`src/rtl/mips16_byte_loader.sv`:
```
// Byte-serial instruction-memory loader and run controller for a small MIPS16-style core.
// Optional feature macro LOADER_CHECKSUM_EN: running XOR checksum of accepted data bytes on chk.
module mips16_byte_loader #(
  parameter int DATA_W = 16,
  parameter int ADDR_W = 8
) (
  input  logic              clk,
  input  logic              rst_n,
  input  logic              ena,
  input  logic              in_valid,
  input  logic              in_cmd,
  input  logic [7:0]        in_byte,
  output logic              mem_we,
  output logic [ADDR_W-1:0] mem_addr,
  output logic [DATA_W-1:0] mem_wdata,
  output logic              cpu_run,
  output logic              busy,
  output logic              err,
  output logic [7:0]        chk
);

  localparam int AB = (ADDR_W + 7) / 8;
  localparam int WB = DATA_W / 8;
  localparam logic [1:0] A_LAST = 2'(AB - 1);
  localparam logic [1:0] W_LAST = 2'(WB - 1);

  localparam logic [7:0] CMD_LOAD = 8'h01;
  localparam logic [7:0] CMD_RUN  = 8'h02;
  localparam logic [7:0] CMD_HALT = 8'h03;
  localparam logic [7:0] CMD_STEP = 8'h04;

  typedef enum logic [1:0] {
    IDLE = 2'd0,
    ADDR = 2'd1,
    DATA = 2'd2,
    RUN  = 2'd3
  } state_t;

  state_t              state, state_nxt;
  logic [1:0]          acnt, acnt_nxt;
  logic [1:0]          bcnt, bcnt_nxt;
  logic [DATA_W-1:0]   word, word_nxt;
  logic [ADDR_W-1:0]   addr_nxt;
  logic [DATA_W-1:0]   wdata_nxt;
  logic                we_nxt;
  logic                step;
  logic                err_nxt;
  logic                run_nxt;
  logic                busy_nxt;
  logic                accept;

`ifdef LOADER_CHECKSUM_EN
  logic [7:0] chk_sum, chk_nxt;
  assign chk = chk_sum;
`else
  assign chk = 8'h00;
`endif

  assign accept = ena & in_valid;

  // Next-state, datapath and registered-output decode.
  always_comb begin
    state_nxt = state;
    acnt_nxt  = acnt;
    bcnt_nxt  = bcnt;
    word_nxt  = word;
    // The address advances on the edge that closes the write pulse.
    addr_nxt  = mem_we ? (mem_addr + ADDR_W'(1)) : mem_addr;
    wdata_nxt = mem_wdata;
    we_nxt    = 1'b0;
    step      = 1'b0;
    err_nxt   = err;
`ifdef LOADER_CHECKSUM_EN
    chk_nxt   = chk_sum;
`endif
    if (accept) begin
      if (in_cmd) begin
        case (in_byte)
          CMD_LOAD: begin
            state_nxt = ADDR;
            acnt_nxt  = 2'd0;
            bcnt_nxt  = 2'd0;
            word_nxt  = '0;
            err_nxt   = 1'b0;
`ifdef LOADER_CHECKSUM_EN
            chk_nxt   = 8'h00;
`endif
          end
          CMD_RUN: begin
            state_nxt = RUN;
            bcnt_nxt  = 2'd0;
            word_nxt  = '0;
          end
          CMD_HALT: begin
            state_nxt = IDLE;
            bcnt_nxt  = 2'd0;
            word_nxt  = '0;
          end
          CMD_STEP: begin
            if (state == IDLE) begin
              step = 1'b1;
            end else begin
              err_nxt = 1'b1;
            end
          end
          default: err_nxt = 1'b1;
        endcase
      end else begin
        case (state)
          ADDR: begin
            addr_nxt = ADDR_W'({mem_addr, in_byte});
`ifdef LOADER_CHECKSUM_EN
            chk_nxt  = chk_sum ^ in_byte;
`endif
            if (acnt == A_LAST) begin
              state_nxt = DATA;
              acnt_nxt  = 2'd0;
            end else begin
              acnt_nxt  = acnt + 2'd1;
            end
          end
          DATA: begin
`ifdef LOADER_CHECKSUM_EN
            chk_nxt = chk_sum ^ in_byte;
`endif
            if (bcnt == W_LAST) begin
              wdata_nxt = DATA_W'({word, in_byte});
              we_nxt    = 1'b1;
              bcnt_nxt  = 2'd0;
              word_nxt  = '0;
            end else begin
              word_nxt  = DATA_W'({word, in_byte});
              bcnt_nxt  = bcnt + 2'd1;
            end
          end
          default: err_nxt = 1'b1;
        endcase
      end
    end else begin
      state_nxt = state;
    end
    run_nxt  = (state_nxt == RUN) | step;
    busy_nxt = (state_nxt == ADDR) | (state_nxt == DATA);
  end

  // State and output registers.
  always_ff @(posedge clk or negedge rst_n) begin
    if (!rst_n) begin
      state     <= IDLE;
      acnt      <= 2'd0;
      bcnt      <= 2'd0;
      word      <= '0;
      mem_we    <= 1'b0;
      mem_addr  <= '0;
      mem_wdata <= '0;
      cpu_run   <= 1'b0;
      busy      <= 1'b0;
      err       <= 1'b0;
    end else begin
      state     <= state_nxt;
      acnt      <= acnt_nxt;
      bcnt      <= bcnt_nxt;
      word      <= word_nxt;
      mem_we    <= we_nxt;
      mem_addr  <= addr_nxt;
      mem_wdata <= wdata_nxt;
      cpu_run   <= run_nxt;
      busy      <= busy_nxt;
      err       <= err_nxt;
    end
  end

`ifdef LOADER_CHECKSUM_EN
  // Checksum register.
  always_ff @(posedge clk or negedge rst_n) begin
    if (!rst_n) begin
      chk_sum <= 8'h00;
    end else begin
      chk_sum <= chk_nxt;
    end
  end
`endif

endmodule

```
`config.mk`:
```
export PLATFORM = sky130hd
export DESIGN_NAME = mips16_byte_loader
export DESIGN_NICKNAME = d
export VERILOG_FILES = /design/src/rtl/mips16_byte_loader.sv
export SDC_FILE = /design/constraint.sdc
export NUM_CORES = 1
export LEC_CHECK = 0
export CORE_AREA = 4 4 77 79
export DETAILED_ROUTE_END_ITERATION = 10
export DIE_AREA = 0 0 81 83
export PLACE_DENSITY_LB_ADDON = 0.2
export SYNTH_ARGS = -nofsm -noshare
export SYNTH_HDL_FRONTEND = slang
export SYNTH_SLANG_ARGS = --single-unit
```
`constraint.sdc`:
```
create_clock -name clk -period 2.99 [get_ports clk]
set_input_delay 0.598 -clock clk [delete_from_list [all_inputs] [get_ports clk]]
set_output_delay 0.598 -clock clk [all_outputs]
set_load 0.005 [all_outputs]
```
Word-level counts from Yosys, hierarchy flattened
Cells that the tools add are included.
{"block": "classes", "eq_ne": 15, "add_sub_neg": 3, "n_reduce_logical": 11, "bitwise": 4, "n_mux": 33}
{"op": "two-way mux 8 bit", "count": 8}
{"op": "two-way mux 2 bit", "count": 12}
{"op": "equality test 8 x 2 -> 1 bit, second input constant", "count": 2}
{"op": "two-way mux 1 bit", "count": 11}
{"op": "adder 8 x 1 -> 8 bit, second input constant", "count": 1}
{"op": "equality test 8 x 1 -> 1 bit, second input constant", "count": 1}
{"op": "equality test 8 x 3 -> 1 bit, second input constant", "count": 1}
{"op": "AND reduction 4 bit", "count": 2}
{"op": "equality test 2 x 1 -> 1 bit, second input constant", "count": 3}
{"op": "equality test 2 bit, second input constant", "count": 3}
{"op": "case mux 2 bit (3 select lines)", "count": 1}
{"op": "AND reduction 3 bit", "count": 2}
{"op": "adder 2 x 1 -> 2 bit, second input constant", "count": 2}
{"op": "zero test 2 bit", "count": 2}
{"op": "!= test 2 x 1 -> 1 bit, second input constant", "count": 2}
{"op": "!= test 2 bit, second input constant", "count": 2}
{"op": "nonzero test 2 bit", "count": 2}
{"op": "OR reduction 2 bit", "count": 2}
{"op": "!= test 3 bit, second input constant", "count": 1}
{"op": "case mux 1 bit (3 select lines)", "count": 1}
{"op": "OR reduction 3 bit", "count": 1}
{"op": "bitwise OR 1 bit", "count": 2}
{"op": "AND 1 bit", "count": 1}
{"op": "inverter 1 bit", "count": 1}
{"block": "totals", "output_inout_bits": 36, "word_cells": 76, "register_bits": 42, "in_bits": 13}

Logic depth before layout (Yosys ltp)
{"block": "depth", "depth_word": 7, "depth_mapped": 8, "ltp_nobuf": 8}

Worst setup path after synthesis
Ideal clock, no wire load.
{"block": "synth_timing", "kind": "in2reg", "startpoint": "in in_byte[6]", "endpoint": "reg busy", "stages": 5, "arrival_ns": 2.037, "setup_time_ns": 0.126, "slack_ns": 0.827, "path_buffers": 0, "required_ns": 2.864, "path_cell_list": "or4_4 -> nor4_4 -> nand2_1 -> a311oi_1 -> ha_1"}
{"block": "synth_between", "elab_chain_len": 6, "word_cells_on_any_way": 9, "classes_between": "eq/ne (5); mux (3); bitwise (1)"}
{"item": "from (decl)", "line": "12", "source": "input logic [7:0] in_byte,"}
{"item": "equality test 8 x 2 -> 1 bit / equality test 8 x 1 -> 1 bit (equally long branches)", "line": "78", "source": "case (in_byte)"}
{"item": "case mux 2 bit (3 select lines) *", "line": "78"}
{"item": "two-way mux 2 bit *", "line": "77", "source": "if (in_cmd) begin"}
{"item": "two-way mux 2 bit *", "line": "76", "source": "if (accept) begin"}
{"item": "net state_nxt[1]", "line": "39", "source": "state_t state, state_nxt;"}
{"item": "equality test 2 x 1 -> 1 bit / equality test 2 bit (equally long branches)", "line": "143", "source": "busy_nxt = (state_nxt == ADDR) | (state_nxt == DATA);"}
{"item": "bitwise OR 1 bit *", "line": "143"}
{"item": "net busy_nxt", "line": "49", "source": "logic busy_nxt;"}
{"item": "to (signal assigned)", "line": "168", "source": "busy <= busy_nxt;"}
{"item": "to (decl)", "line": "17", "source": "output logic busy,"}
The timed path passes the listed nets; every way through them passes the cells marked *.
A chain may end at the register's enable or synchronous reset.

Final worst setup path
Ends and elaborated chain as after synthesis.

==> impl_metrics.tcl <==
set metrics [dict create \
    yosysWarnings 0 \
    final.setup_skew_ns 0.0112 \
    share_seq_of_total_power_pct 48.9 \
    initial_core_util_pct 38.5 \
    post-cts-setup-buffer-count 0 \
    crit_chain "clkdlybuf4s50_1, or4_4, nor4_4, nand2_1, a311oi_1, ha_1" \
    rsz0062_at_grt "false" \
    place.gp.congestion 0.791 \
    dieWidth_um 81 \
    final_cell_mix "42 x dfrtp_1, 39 x clkdlybuf4s50_1, 18 x mux2_2" \
    final-setup-viol-count 0 \
    rrSetupSlack_ns 1.06 \
    seq_area_frac_synth_pct 51.1 \
    clock-sinks 42 \
    synth_edf_count 0 \
    finalCriticalPeriod_ns 2.45 \
    ys_types 38 \
    cts-root-buf "clkbuf_8" \
    routed_wl_um 4480 \
    ant_nets 0 \
    p_leak_nw 1.17 \
    clock_path_buffers 2 \
    place_ws_ns 0.241 \
    finalPower_mw 1.39 \
    combPwrFrac_pct 23.4 \
    multi_input_area_um2 917 \
    synthesis.area_per_instance_um2 11.2 \
    stdcell_count 308 \
    vias 1519 \
    synthArstFlopShare_pct 100 \
    hpwl_um 3210 \
    fill_cells 517 \
    finalNetCount 255 \
    p_int_uw 975 \
    viasPerCell 4.93 \
    maxCapViolations 0 \
    area_growth_pct 28.9 \
    path_delay_family "simple AND/OR/NAND/NOR gates" \
    end_kind "register" \
    pin_count 49 \
    syn-instance-count 183 \
    syn_area_um2 2060 \
    grt_overflow_total 0 \
    clkTransAtPathRegs_ns 0.10 \
    layout-drive-gt1-share_pct 18.2 \
    grt_pass1_wl_um 7830 \
    drcViolationCount 0 \
    core_um2 5340 \
    ff2ff_path_depth 8 \
    post-place-cells 300 \
    wl_per_cell_um 14.5 \
    antenna_found_initial 0 \
    period_share_pct 81.8 \
    critPathBufInv 1 \
    p_per_area_nw_per_um2 525 \
    required_ns 3.18 \
    ir_drop_v 0.000294 \
    final_area_um2 2650 \
    crit_path_max_incr_delay_ns 0.59 \
    fin_util_pct 49.7 \
    rows 27 \
    tightest_slew_ns 0.936 \
    start_kind "input pin" \
    track_usage_pct 14.8 \
    r2r-start "state[1]$_DFF_PN0_" \
    status "complete, no violations" \
    power_switching_uw 418 \
    cts.htree.levels 2 \
    clock_latency_ns 0.31 \
    fin_ws_ns 0.544 \
    crit_type "input pin to register" \
    hp-class "input pin to asynchronous set/reset pin" \
    cts_tree "yes" \
    place.port_buffers 40 \
    grt_max_degree 43 \
    drtIter0Drc 92 \
    regArea_um2 1050 \
    cts_buffers 5 \
    timing.hold.ws_ns 0.424 \
    slew_headroom_pct 37.6 \
    ys.flop_type "dfrtp_1" \
    post_cts_resized 0 \
    cts_hold_buf 0 \
    diodes 0 \
    swShare_pct 30.0 \
    final_max_slew_viol_count 0 \
    die_h_um 83 \
    drtPass1Iterations 4 \
    synth_seq_cells 42 \
    fp.dieArea_um2 6720 \
    final_common_cell "dfrtp_1" \
    dpl_cell_area_um2 2560 \
    setup_tns_ns 0 \
    cpMaxStageDelayCell "or4_4" \
    r2r-end "cpu_run$_DFF_PN0_" \
    hold_viol 0 \
    grt_pass1_vias 1570 \
    p_clk_share_pct 27.7 \
    max_freq_mhz 409 \
    crit_arrival_ns 2.63 \
    cp_max_fo 3 \
]
power groups by stage:
stage / logic (mW) / registers, mW / clock network [mW]
2_1_floorplan: 0.172 / 0.689 / 0
3_3_place_gp: 0.321 / 0.693 / 0
3_5_place_dp: 0.327 / 0.692 / 0
4_1_cts: 0.330 / 0.681 / 0.401
5_1_grt: 0.370 / 0.691 / 0.428
6_report: 0.326 / 0.681 / 0.386
worst max-delay path by stage:
| stage | from | to | slack (ns) | cells past startpoint |
|---|---|---|---|---|
| floorplan | in_byte[6] | busy$_DFF_PN0_ | 0.83 | 5 |
| CTS | in_byte[6] | busy$_DFF_PN0_ | 0.56 | 6 |
| global placement | in_byte[6] | busy$_DFF_PN0_ | 0.28 | 6 |
| finish | in_byte[6] | busy$_DFF_PN0_ | 0.54 | 6 |
| global route | in_byte[6] | busy$_DFF_PN0_ | 0.43 | 6 |
| detailed placement | in_byte[6] | busy$_DFF_PN0_ | 0.24 | 6 |
flip-flops by register name (all words and copies together) (netlist names):
register and cells:
word 8, bcnt 2, cpu_run 1, acnt 2, mem_wdata 16, state 2, mem_addr 8, busy 1
err 1, mem_we 1
cells by family after synthesis:
| kind of cell | count (synthesis) | synth area share, % |
|---|---|---|
| flip-flops | 42 | 51.1 |
| XOR/XNOR | 7 | 2.98 |
| adder cells (fa/ha/maj) | 7 | 4.26 |
| other | 1 | 0.182 |
| multiplexers | 19 | 10.3 |
| AO/OA/AOI/OAI | 39 | 12.7 |
| buffers and inverters | 20 | 5.60 |
| AND/OR/NAND/NOR | 48 | 12.9 |
synthesized netlist by cell type (2+ instances only):
master / count / area share [%]
nand3_1: 4 / 0.97
xor2_1: 2 / 0.85
buf_4: 8 / 2.9
nor2b_1: 5 / 1.5
dfrtp_1: 42 / 51
o21ai_0: 7 / 1.7
a21oi_1: 12 / 2.9
nor2_1: 11 / 2.0
inv_1: 7 / 1.3
ha_1: 7 / 4.3
nand2_1: 14 / 2.6
nand4_1: 2 / 0.61
buf_2: 2 / 0.49
nor3_1: 2 / 0.49
mux2_2: 18 / 9.9
a22o_1: 11 / 4.7
xnor2_1: 5 / 2.1
a31oi_1: 4 / 1.2
layer usage:
| layer | GRT usage, % | up-vias | routed length (um) |
|---|---|---|---|
| met2 | 22.0 | 40 | 2120 |
| met5 | 0 | - | 0 |
| met1 | 20.7 | 740 | 2090 |
| met3 | 3.58 | 5 | 223 |
| li1 | - | 734 | - |
| met4 | 5.22 | 0 | 45 |
final cells by class:
type | instances | area share [%]
clock buffer | 5 | 2.60
timing repair buffer | 50 | 17.7
clock inverter | 3 | 0.897
inverter | 8 | 1.13
sequential | 42 | 39.6
multi-input combinational | 128 | 34.6
tap | 72 | 3.40
Note: power is estimated with default switching activity, not from simulation.
